`config.mk`:
```
export PLATFORM = sky130hd
export DESIGN_NAME = dpram_port_arbiter
export DESIGN_NICKNAME = d
export VERILOG_FILES = /design/src/rtl/dpram_arb_pkg.sv /design/src/rtl/rr_arbiter.sv /design/src/rtl/dpram_port_arbiter.sv
export SDC_FILE = /design/constraint.sdc
export NUM_CORES = 1
export LEC_CHECK = 0
export BUFFER_PORTS_ARGS = -buffer_cell sky130_fd_sc_hd__buf_4
export CORE_UTILIZATION = 42
export CTS_CLUSTER_SIZE = 20
export DETAILED_ROUTE_END_ITERATION = 6
export PLACE_DENSITY = 0.79
export SYNTH_ARGS = -nofsm -noshare
export SYNTH_HDL_FRONTEND = slang
export SYNTH_SLANG_ARGS = --single-unit
```
`constraint.sdc`:
```
create_clock -name clk -period 2.5 [get_ports clk]
set_input_delay 0.5 -clock clk [delete_from_list [all_inputs] [get_ports clk]]
set_output_delay 0.5 -clock clk [all_outputs]
set_load 0.02 [all_outputs]
```
`src/rtl/dpram_arb_pkg.sv`:
```
// Shared types and defaults for the dual-port RAM port arbiter.
package dpram_arb_pkg;

   typedef enum logic [1:0] {
      IDLE  = 2'd0,
      ISSUE = 2'd1,
      WAIT  = 2'd2,
      RESP  = 2'd3
   } state_t;

   localparam int DEF_ADDR_W = 6;
   localparam int DEF_DATA_W = 8;

   // Width of a requester index; never below one bit.
   function automatic int idx_width(input int n);
      return (n < 2) ? 1 : $clog2(n);
   endfunction

endpackage

```
`src/rtl/rr_arbiter.sv`:
```
// Combinational grant selection: round-robin when DPRAM_ARB_RR_EN is defined,
// otherwise fixed priority (lowest index wins).
module rr_arbiter
   import dpram_arb_pkg::*;
#(
   parameter int NUM_REQ = 4,
   parameter int IDX_W   = idx_width(NUM_REQ)
) (
   input  logic [NUM_REQ-1:0] i_req,
   input  logic [IDX_W-1:0]   i_last_grant,
   output logic [NUM_REQ-1:0] o_grant,
   output logic [IDX_W-1:0]   o_grant_idx
);

   logic [NUM_REQ-1:0] w_cand;

`ifdef DPRAM_ARB_RR_EN
   logic [NUM_REQ-1:0] w_above;

   // Requests strictly after the last winner take precedence; if none, wrap around.
   always_comb begin
      w_above = '0;
      for (int i = 0; i < NUM_REQ; i++) begin
         w_above[i] = i_req[i] && (i > int'(i_last_grant));
      end
   end

   assign w_cand = (|w_above) ? w_above : i_req;
`else
   logic w_unused_last_grant;

   assign w_unused_last_grant = ^i_last_grant;
   assign w_cand              = i_req;
`endif

   // NOTE: every always_comb output gets a default first so no path infers a latch.
   always_comb begin
      o_grant     = '0;
      o_grant_idx = '0;
      for (int i = NUM_REQ - 1; i >= 0; i--) begin
         if (w_cand[i]) begin
            o_grant     = NUM_REQ'(1) << i;
            o_grant_idx = IDX_W'(i);
         end
      end
   end

endmodule

```
`src/rtl/dpram_port_arbiter.sv`:
```
// Serialises NUM_REQ requesters onto one RAM port; arbitration policy is
// selected by DPRAM_ARB_RR_EN (round-robin) or its absence (fixed priority).
module dpram_port_arbiter
   import dpram_arb_pkg::*;
#(
   parameter int NUM_REQ = 4,
   parameter int ADDR_W  = DEF_ADDR_W,
   parameter int DATA_W  = DEF_DATA_W
) (
   input  logic                      clk,
   input  logic                      rst_n,
   input  logic [NUM_REQ-1:0]        req_valid,
   input  logic [NUM_REQ-1:0]        req_we,
   input  logic [NUM_REQ*ADDR_W-1:0] req_addr,
   input  logic [NUM_REQ*DATA_W-1:0] req_data,
   output logic [NUM_REQ-1:0]        req_ready,
   output logic [NUM_REQ-1:0]        rsp_valid,
   output logic [DATA_W-1:0]         rsp_data,
   output logic                      mem_valid,
   input  logic                      mem_ready,
   output logic                      mem_we,
   output logic [ADDR_W-1:0]         mem_addr,
   output logic [DATA_W-1:0]         mem_data,
   input  logic [DATA_W-1:0]         mem_q
);

   localparam int IDX_W = idx_width(NUM_REQ);

   state_t               r_state;
   logic [IDX_W-1:0]     r_last_grant;
   logic [IDX_W-1:0]     r_gnt_idx;
   logic                 r_mem_valid;
   logic                 r_mem_we;
   logic [ADDR_W-1:0]    r_mem_addr;
   logic [DATA_W-1:0]    r_mem_data;
   logic [DATA_W-1:0]    r_rsp_data;
   logic [NUM_REQ-1:0]   r_rsp_valid;

   logic [NUM_REQ-1:0]   w_grant;
   logic [IDX_W-1:0]     w_grant_idx;
   logic                 w_accept;
   logic                 w_sel_we;
   logic [ADDR_W-1:0]    w_sel_addr;
   logic [DATA_W-1:0]    w_sel_data;

   rr_arbiter #(
      .NUM_REQ (NUM_REQ),
      .IDX_W   (IDX_W)
   ) u_arb (
      .i_req        (req_valid),
      .i_last_grant (r_last_grant),
      .o_grant      (w_grant),
      .o_grant_idx  (w_grant_idx)
   );

   // Gated by rst_n so no requester sees an accept while reset is held.
   assign w_accept  = rst_n && (r_state == IDLE) && (|req_valid);
   assign req_ready = w_accept ? w_grant : '0;

   always_comb begin
      w_sel_we   = 1'b0;
      w_sel_addr = '0;
      w_sel_data = '0;
      for (int i = 0; i < NUM_REQ; i++) begin
         if (w_grant[i]) begin
            w_sel_we   = req_we[i];
            w_sel_addr = req_addr[i*ADDR_W +: ADDR_W];
            w_sel_data = req_data[i*DATA_W +: DATA_W];
         end
      end
   end

   // NOTE: sequential state uses non-blocking assignments so every register
   // samples pre-edge values regardless of statement order.
   always_ff @(posedge clk or negedge rst_n) begin
      if (!rst_n) begin
         r_state      <= IDLE;
         r_last_grant <= IDX_W'(NUM_REQ - 1);
         r_gnt_idx    <= '0;
         r_mem_valid  <= 1'b0;
         r_mem_we     <= 1'b0;
         r_mem_addr   <= '0;
         r_mem_data   <= '0;
         r_rsp_data   <= '0;
         r_rsp_valid  <= '0;
      end else begin
         case (r_state)
            IDLE: begin
               if (w_accept) begin
                  r_mem_we     <= w_sel_we;
                  r_mem_addr   <= w_sel_addr;
                  r_mem_data   <= w_sel_data;
                  r_gnt_idx    <= w_grant_idx;
                  r_last_grant <= w_grant_idx;
                  r_mem_valid  <= 1'b1;
                  r_state      <= ISSUE;
               end
            end
            ISSUE: begin
               if (mem_ready) begin
                  r_mem_valid <= 1'b0;
                  r_state     <= WAIT;
               end
            end
            WAIT: begin
               // q was updated by the RAM at the handshake edge; it is valid now.
               r_rsp_data  <= mem_q;
               r_rsp_valid <= NUM_REQ'(1) << r_gnt_idx;
               r_state     <= RESP;
            end
            RESP: begin
               r_rsp_valid <= '0;
               r_state     <= IDLE;
            end
            default: r_state <= IDLE;
         endcase
      end
   end

   assign mem_valid = r_mem_valid;
   assign mem_we    = r_mem_we;
   assign mem_addr  = r_mem_addr;
   assign mem_data  = r_mem_data;
   assign rsp_valid = r_rsp_valid;
   assign rsp_data  = r_rsp_data;

endmodule

```
==> flow_summary.yaml <==
run:
  max_cap_viol_count: 0
grt:
  antenna_found_initial: 0
  grt_usage: 0.244
  grt_pass1_vias: 1674
  grt_pass1_wl_um: 7730
  grt-ovfl-total: 0
  grt_max_degree: 35
synth:
  synth_commonest_cells: "dfrtp_1, nor2b_1, nor3_1, a221o_1, a221oi_1"
  ys_async_sr_fraction: 1.00
  synth_most_common_cell: "dfrtp_1"
  synth_ff_type: "dfrtp_1"
  postSynthAreaPerCell_um2: 10.9
  syn_nets: 236
  synth-edff-count: 0
  ys_seq_area_frac: 0.470
  yosysTopAreaCellShare: 0.470
  ys.warnings.count: 0
  postSynthCellCount: 157
  yosysTopAreaCell: "dfrtp_1"
  ys_types: 30
  synth.area.top_cells: "dfrtp_1, a221o_1, a221oi_1"
  netlist_area_um2: 1700
  synth-seq-cells: 32
outcome:
  status: "completed"
setup_path:
  crit_required_ns: 2.00
  crit_type: "register to output port"
  critPathCaptureType: "output port"
  worstSetupStartpointType: "register"
  crit_fanout: 6
  arrival_ns: 1.74
power:
  power_density_nw_per_um2: 1020
  power_mw: 2.65
  p_leak_nw: 1.26
  vdd_drop_max_v: 0.000494
route:
  routed_wl_um: 4810
  ant_nets: 0
  drc: 0
  drt-wirelength-per-cell_um: 15.6
  dr.pass1.iters: 4
  via_per_inst: 5.40
  drt_iter0_markers: 41
  vias: 1669
clocking:
  cts_buffers: 5
  postCtsHoldBufs: 0
  cts_root_buffer: "clkbuf_8"
  ctsResizeCount: 0
  cts_tree: "done"
  cts_sinks: 32
  insertion_delay_ns: 0.27
  ctsHtreeMaxLevel: 2
  clockBufferDepth: 2
  post_cts_buffers: 0
  path_clk_slew_ns: 0.06
die:
  die_h_um: 65.7
  die_w_um: 65.7
  core-area_um2: 3770
  initial_core_util: 0.452
  rows: 22
  top_level_ports: 107
  die-area_um2: 4320
cells_and_area:
  area_growth_pct: 52.5
  fin_nets: 340
  antenna_cells: 0
  drive_above_1_share: 0.460
  final_area_um2: 2600
timing:
  maxSlewHeadroom: 0.317
  maxClockFrequency_mhz: 445
  worst_slack_ns: 0.255
  min_period_ns: 2.24
  setup_viol: 0
  hold_viol_final: 0
  tightestPinTransition_ns: 1.02
  setup-tns-final_ns: 0
  period_share: 0.898
  drv_slew: 0
  rsz0062_at_grt: "false"
  clock_skew_ns: 0.00442
placement:
  dpl.hpwl_um: 3800
  gp_congestion: 0.761
  place_ws_ns: 0.384
  portBuffers: 106
  place_area_um2: 2520
hold_path:
  hold_class: "input pin to asynchronous set/reset pin"
## sequential cells by signal, indices dropped and copies added, names as in the netlist
name	cells
mem_data	8
rsp_data	8
mem_we	1
r_state	2
mem_addr	6
r_gnt_idx	2
mem_valid	1
rsp_valid	4
## critical path: stages (launching register included)
cell     delay [ns]
dfrtp_1        0.42
inv_1          0.10
ha_1           0.26
and2_1         0.30
nand2_1        0.10
nor2_2         0.12
buf_4          0.16
## cell families after synthesis
| kind of cell | after synthesis | share of synthesized area |
|---|---|---|
| flip-flops | 32 | 0.470 |
| buffers and inverters | 15 | 0.0426 |
| AO/OA/AOI/OAI | 40 | 0.210 |
| adder cells (fa/ha/maj) | 4 | 0.0294 |
| AND/OR/NAND/NOR | 56 | 0.181 |
| multiplexers | 10 | 0.0675 |
## layout by cell type, fill, tap and decap left out, drive strengths merged
cell	netlist	routed
inv	3	3
nor2	8	8
and2	1	1
o21ai	1	1
nor3	16	16
or3	1	1
dfrtp	32	32
ha	4	4
buf	6	109
o32a	1	1
nand3	2	2
nand2b	3	3
nor3b	1	1
nand2	4	4
clkbuf	6	6
mux2i	1	1
a31oi	1	1
o21ba	1	1
a21oi	6	6
and3	2	2
nand3b	1	1
a221oi	15	15
a221o	15	15
mux2	9	9
clkinv	0	1
nor2b	17	17
## stage by stage
| stage | util | instances | hold WS (ns) |
|---|---|---|---|
| 6_report | 0.689 | 309 | 0.0563 |
| 5_1_grt | 0.689 | 309 | 0.0516 |
| 4_1_cts | 0.689 | 309 | 0.0521 |
| 3_5_place_dp | 0.669 | 302 | 0.352 |
| 3_3_place_gp | 0.669 | 302 | 0.354 |
| 2_1_floorplan | - | 157 | 0.204 |
## cell type report
class                           instances  area, um2
Fill cell                             305       1170
Multi-Input combinational cell        110        831
Inverter                                3       11.3
Clock inverter                          1       5.00
Timing Repair Buffer                  109        818
Sequential cell                        32        801
Tap cell                               48       60.1
Clock buffer                            6       72.6
## where the power goes
part / leakage, nW / internal [mW] / switching, mW / total (mW)
Combinational: 0.825 / 0.679 / 0.683 / 1.36
Sequential: 0.394 / 0.768 / 0.162 / 0.931
Clock: 0.0410 / 0.189 / 0.166 / 0.354
## routing by layer
| layer | part of all wire | track usage | vias to the layer above |
|---|---|---|---|
| met3 | 0.088 | 0.0920 | 10 |
| li1 | - | - | 808 |
| met5 | 0 | 0 | - |
| met1 | 0.39 | 0.280 | 768 |
| met4 | 0.017 | 0.0897 | 0 |
| met2 | 0.51 | 0.409 | 83 |
## final timing paths
| path | start | endpoint | slack, ns | cells past startpoint |
|---|---|---|---|---|
| setup / recovery | r_state[1] | req_ready[3] | 0.26 | 6 |
| hold / removal | rst_n | r_state[1] | 0.06 | 1 |
| setup reg to reg | r_state[1] | mem_data[6] | 0.47 | 6 |
| hold reg to reg | rsp_data[3] | rsp_data[3] | 0.49 | 1 |
| max in group asynchronous | rst_n | rsp_data[7] | 1.95 | 2 |
| min in group clk | mem_ready | mem_valid | 0.41 | 2 |
No activity file was read; power rests on OpenSTA's default activity.
